File: src/rtl/mmio_bridge.sv
// mmio_bridge: multi-channel MMIO bridge between the core data port and N_CH
// peripheral channels. Each channel owns an inclusive word-address window
// [base, limit]; accesses use a request/acknowledge handshake so peripherals
// can insert wait states. Decode misses complete with a bus error.
//
// Optional feature macro: MMIO_TIMEOUT_EN
//   When defined, an 8-bit wait counter aborts an access with a bus error after
//   TIMEOUT wait cycles without acknowledge.
//
// Ports:
//   clk, rst                   clock, asynchronous active-high reset
//   i_req/i_addr/i_data/       core request (held until o_ack), word address,
//   i_mask/i_wren              write data, byte enables, write select
//   o_ack/o_data/o_err         one-cycle completion pulse, read data, bus error
//   o_ch_req                   one-hot channel request
//   o_ch_addr                  channel-relative word address (i_addr - base)
//   o_ch_data/o_ch_mask/       shared write data, byte mask, write strobe
//   o_ch_wren
//   i_ch_ack/i_ch_data         per-channel acknowledge, packed per-channel read data
module mmio_bridge #(
  parameter int unsigned              N_CH       = 4,
  parameter int unsigned              ADDR_WIDTH = 30,
  parameter int unsigned              DATA_WIDTH = 32,
  parameter logic [N_CH*ADDR_WIDTH-1:0] CH_BASE  = '0,
  parameter logic [N_CH*ADDR_WIDTH-1:0] CH_LIMIT = '0,
  parameter int unsigned              TIMEOUT    = 255
) (
  input  logic                       clk,
  input  logic                       rst,
  input  logic                       i_req,
  input  logic [ADDR_WIDTH-1:0]      i_addr,
  input  logic [DATA_WIDTH-1:0]      i_data,
  input  logic [DATA_WIDTH/8-1:0]    i_mask,
  input  logic                       i_wren,
  output logic                       o_ack,
  output logic [DATA_WIDTH-1:0]      o_data,
  output logic                       o_err,
  output logic [N_CH-1:0]            o_ch_req,
  output logic [ADDR_WIDTH-1:0]      o_ch_addr,
  output logic [DATA_WIDTH-1:0]      o_ch_data,
  output logic [DATA_WIDTH/8-1:0]    o_ch_mask,
  output logic                       o_ch_wren,
  input  logic [N_CH-1:0]            i_ch_ack,
  input  logic [N_CH*DATA_WIDTH-1:0] i_ch_data
);

  localparam int unsigned IdxW = (N_CH > 1) ? $clog2(N_CH) : 1;

  typedef enum logic [1:0] {StIdle, StWait, StResp} state_e;

  state_e            state_q;
  logic [IdxW-1:0]   idx_q;
`ifdef MMIO_TIMEOUT_EN
  logic [7:0]        cnt_q;
`endif

  // Address decode. Scan from the highest index down so the lowest matching
  // channel is the last one written and therefore wins on overlap.
  logic                  hit;
  logic [IdxW-1:0]       hit_idx;
  logic [N_CH-1:0]       hit_oh;
  logic [ADDR_WIDTH-1:0] hit_off;

  always_comb begin
    hit     = 1'b0;
    hit_idx = '0;
    hit_oh  = '0;
    hit_off = '0;
    for (int k = N_CH - 1; k >= 0; k--) begin
      if (i_addr >= CH_BASE[k*ADDR_WIDTH +: ADDR_WIDTH] &&
          i_addr <= CH_LIMIT[k*ADDR_WIDTH +: ADDR_WIDTH]) begin
        hit       = 1'b1;
        hit_idx   = IdxW'(k);
        hit_oh    = '0;
        hit_oh[k] = 1'b1;
        hit_off   = i_addr - CH_BASE[k*ADDR_WIDTH +: ADDR_WIDTH];
      end
    end
  end

  // Only the latched channel's ack and read data are observed.
  logic                  sel_ack;
  logic [DATA_WIDTH-1:0] sel_data;

  always_comb begin
    sel_ack  = i_ch_ack[idx_q];
    sel_data = i_ch_data[int'(idx_q)*DATA_WIDTH +: DATA_WIDTH];
  end

  always_ff @(posedge clk or posedge rst) begin
    if (rst) begin
      state_q   <= StIdle;
      idx_q     <= '0;
`ifdef MMIO_TIMEOUT_EN
      cnt_q     <= '0;
`endif
      o_ack     <= 1'b0;
      o_data    <= '0;
      o_err     <= 1'b0;
      o_ch_req  <= '0;
      o_ch_addr <= '0;
      o_ch_data <= '0;
      o_ch_mask <= '0;
      o_ch_wren <= 1'b0;
    end else begin
      unique case (state_q)
        StIdle: begin
          o_ack <= 1'b0;
          if (i_req) begin
            if (hit) begin
              idx_q     <= hit_idx;
              o_ch_req  <= hit_oh;
              o_ch_addr <= hit_off;
              o_ch_data <= i_data;
              o_ch_mask <= i_mask;
              o_ch_wren <= i_wren;
`ifdef MMIO_TIMEOUT_EN
              cnt_q     <= '0;
`endif
              state_q   <= StWait;
            end else begin
              o_ack   <= 1'b1;
              o_err   <= 1'b1;
              o_data  <= '0;
              state_q <= StResp;
            end
          end
        end
        StWait: begin
          if (sel_ack) begin
            // Writes return zero data.
            o_data   <= o_ch_wren ? '0 : sel_data;
            o_err    <= 1'b0;
            o_ack    <= 1'b1;
            o_ch_req <= '0;
            state_q  <= StResp;
`ifdef MMIO_TIMEOUT_EN
          end else if (cnt_q + 8'd1 == 8'(TIMEOUT)) begin
            // This cycle is the TIMEOUT-th wait cycle without ack.
            o_data   <= '0;
            o_err    <= 1'b1;
            o_ack    <= 1'b1;
            o_ch_req <= '0;
            state_q  <= StResp;
          end else begin
            cnt_q <= cnt_q + 8'd1;
`endif
          end
        end
        StResp: begin
          o_ack   <= 1'b0;
          state_q <= StIdle;
        end
        default: state_q <= StIdle;
      endcase
    end
  end

endmodule

File: config.mk
export PLATFORM = sky130hd
export DESIGN_NAME = mmio_bridge
export DESIGN_NICKNAME = d
export VERILOG_FILES = /design/src/rtl/mmio_bridge.sv
export SDC_FILE = /design/constraint.sdc
export NUM_CORES = 1
export LEC_CHECK = 0
export BUFFER_PORTS_ARGS = -buffer_cell sky130_fd_sc_hd__buf_4
export CAP_MARGIN = 20
export CORE_AREA = 2 2 119 121
export CTS_BUF_LIST = sky130_fd_sc_hd__clkbuf_8
export DETAILED_ROUTE_END_ITERATION = 10
export DIE_AREA = 0 0 121 123
export PLACE_DENSITY = 0.66
export REMOVE_ABC_BUFFERS = 1
export SETUP_SLACK_MARGIN = 0.1
export SYNTH_ARGS = -nofsm -noshare
export SYNTH_HDL_FRONTEND = slang
export SYNTH_SLANG_ARGS = --single-unit
File: constraint.sdc
create_clock -name clk -period 3.6 [get_ports clk]
set_input_delay 0.36 -clock clk [delete_from_list [all_inputs] [get_ports clk]]
set_output_delay 0.36 -clock clk [all_outputs]
set_load 0.03 [all_outputs]
==> results.cfg <==
[logic_synthesis]
synth_area_leaders = dfrtp_1 56%, mux2_1 9.0%, a32oi_1 6.0%
yosys-top-cells-count = 104 x dfrtp_1, 37 x mux2_1, 33 x nand3_1, 33 x nand4_1
avgSynthCellArea_um2 = 11.80
syn_inst = 394
ys_types = 30
async_flop_share_pct = 100.0
yosysMostFrequentCell = dfrtp_1
synth_top_area_share_pct = 55.96
netlist.top_cell.by_area = dfrtp_1
netlist_area_um2 = 4651
synth-edff-count = 0
synth_seq_cells = 104
ys_seq_area_share_pct = 55.96
synth-main-ff-cell = dfrtp_1
ys_warn_count = 0

[sta]
post-route-period-util_pct = 66.50
rsz0062_at_grt = false
min_period_ps = 2394
slew_headroom_pct = 45.47
worst_pin_slew_ps = 817.9
maxSlewViolCount = 0
hold_viol = 0
setup_ws_ps = 1206
setup_violations = 0
maxClockFrequency_mhz = 417.7
fin_worst_skew_ps = 8.954
setup_tns_ps = 0

[die]
fp.dieArea_um2 = 14880
fp.dieW_um = 121
placementRows = 43
core_um2 = 13610
io_pins = 307
initial_utilization_pct = 34.17
die_y_um = 123

[critical_path]
start_kind = flop
path_delay_family = simple AND/OR/NAND/NOR gates
cp_cell_sequence = inv_1 -> ha_1 -> nand2_1 -> nor2_2 -> buf_4 -> o2111ai_1 -> nand3_1
path_buf_inv = 2
path_max_fanout = 17
r2r_end = o_data[10]$_DFFE_PP0P_
r2r_cells = 7
slowest_stage = nor2_2
arrival_ps = 2700
crit_path_end_kind = flop
reg2reg_from = state_q[1]$_DFFE_PP0P_
worstPathRequired_ps = 3910
critical_path_class = flop to flop
cpPeakStageDelay_ps = 660
r2r_slack_ps = 1210

[min_path]
hold_class = primary input to asynchronous set/reset pin

[layout]
finalNetCount = 786
diodes = 0
drive_gt1_share_pct = 40.61
nFillCells = 1249
syn_to_final_growth_pct = 40.65

[placement]
portBuffers = 204
place_congestion = 0.7793
hpwl_um = 9560
place_ws_ps = 828.0

[clocking]
postCtsHoldBufs = 0
clockBufferDepth = 2
post_cts.repair.setup_buffers = 0
cts-root-buf = clkbuf_8
clock-sinks = 104
cts_tree = done
path_clk_slew_ps = 110
cts_buffers = 9
cts_max_level = 3
cts-resized-gates = 0
clk_latency_ps = 380

[detailed_routing]
drtPass1Iterations = 4
num_vias = 4140
via_per_inst = 5.405
totalWireLength_um = 13980
drt_iter0_markers = 291
drc_errors = 0
ant_nets = 0
wire_per_inst_um = 18.25

[pwr]
irDropWorstVdd_v = 0.0002208
total_power_w = 0.002241
power.leakage_nw = 3.425
powerDensity_nw_per_um2 = 342.6

[grt]
grt_overflow = 0
track_usage_pct = 18.46
antenna_found_initial = 0
grt_busiest_layer = met2
use_met2_pct = 27.91
grt_pass1_vias = 4138
grt_pass1_wl_um = 21530
grt_max_degree = 68
grt_util_met3_pct = 7.103
use_met1_pct = 23.85

[flow_run]
cap_violations = 0

[status]
status = complete, no violations
==> cell usage in the layout (no fill, tap or decap), types with 2 or more instances in the layout <==
cell type	instances
a32oi_1	32
buf_4	216
nor2_2	2
inv_1	7
nor2_1	2
conb_1	3
nor2b_1	32
nor4_1	7
ha_1	3
mux2_1	37
nand4_1	33
clkbuf_8	10
nand2_1	4
dfrtp_1	104
and4_1	2
o21ai_0	6
inv_6	2
nand3_1	33
o2111ai_1	32
==> routing by layer <==
| metal | up-vias | share of wire (%) |
|---|---|---|
| met5 | - | 0 |
| met3 | 10 | 13 |
| met4 | 0 | 1.3 |
| met2 | 244 | 46 |
| met1 | 1986 | 41 |
| li1 | 1900 | - |
==> kinds of logic (layout without fill, tap and decap cells) <==
kind of cell,Yosys count,in the layout,share of synthesized area [%]
muxes,38,38,9.174
AOI/OAI and AO/OA,79,79,14.15
buffers and inverters,50,240,4.843
DFF,104,104,55.96
other,1,3,0.08063
adders and majority gates,3,3,0.8072
and+or+nand+nor,119,119,14.99
==> area by class of cell <==
cell class                 count  area, um^2  share of cell area, %
sequential                   104        2603                  39.79
clock buffer                  10       137.6                  2.104
inverter                       8       32.53                 0.4973
multi-input combinational    242        1849                  28.27
clock inverter                 6       72.57                  1.109
tap                          180       225.2                  3.443
timing repair buffer         216        1622                  24.79
==> where the power goes <==
part | leakage (nW) | internal, W | switching (W) | total [W]
Clock | 0.109 | 0.000351 | 0.000427 | 0.000778
Combinational | 1.87 | 0.000114 | 0.000167 | 0.000281
Sequential | 1.45 | 0.00118 | 0.00000637 | 0.00118
Total | 3.43 | 0.00164 | 0.000600 | 0.00224
==> metrics by stage <==
stage / hold WS (ps) / cell area [um^2] / cells / utilization (%)
2_1_floorplan: 494.8 / 4463 / 354 / -
3_3_place_gp: 469.0 / 6331 / 750 / 46.51
3_5_place_dp: 476.0 / 6331 / 750 / 46.51
4_1_cts: 153.7 / 6541 / 766 / 48.06
5_1_grt: 167.2 / 6541 / 766 / 48.06
6_report: 130.6 / 6541 / 766 / 48.06
==> sequential cells by signal (all words and copies together) (netlist names) <==
| register | flops |
|---|---|
| o_data | 32 |
| o_ch_data | 32 |
| o_ch_mask | 4 |
| o_ch_req | 1 |
| o_ch_wren | 1 |
| o_ack | 1 |
| o_err | 1 |
| state_q | 2 |
| o_ch_addr | 30 |
==> worst register-to-register path: stages, from the launching register on <==
cell       delay [ps]
dfrtp_1           410
inv_1             110
ha_1              290
nand2_1           200
nor2_2            660
buf_4             380
o2111ai_1         150
nand3_1           120
==> worst max-delay path by stage <==
stage                                 startpoint                   endpoint  slack [ps]  cells past startpoint
after global placement                i_addr[25]  o_ch_data[12]$_DFFE_PP0P_         950                      7
after CTS                 state_q[1]$_DFFE_PP0P_   o_ch_data[2]$_DFFE_PP0P_        1210                      6
after global routing      state_q[1]$_DFFE_PP0P_      o_data[6]$_DFFE_PP0P_        1050                      7
after floorplan                        i_addr[1]   o_ch_data[0]$_DFFE_PP0P_       -1060                      4
after detailed placement              i_addr[16]   o_ch_data[0]$_DFFE_PP0P_         830                      7
final                     state_q[1]$_DFFE_PP0P_     o_data[10]$_DFFE_PP0P_        1210                      7
No activity file was read; power rests on OpenSTA's default activity.
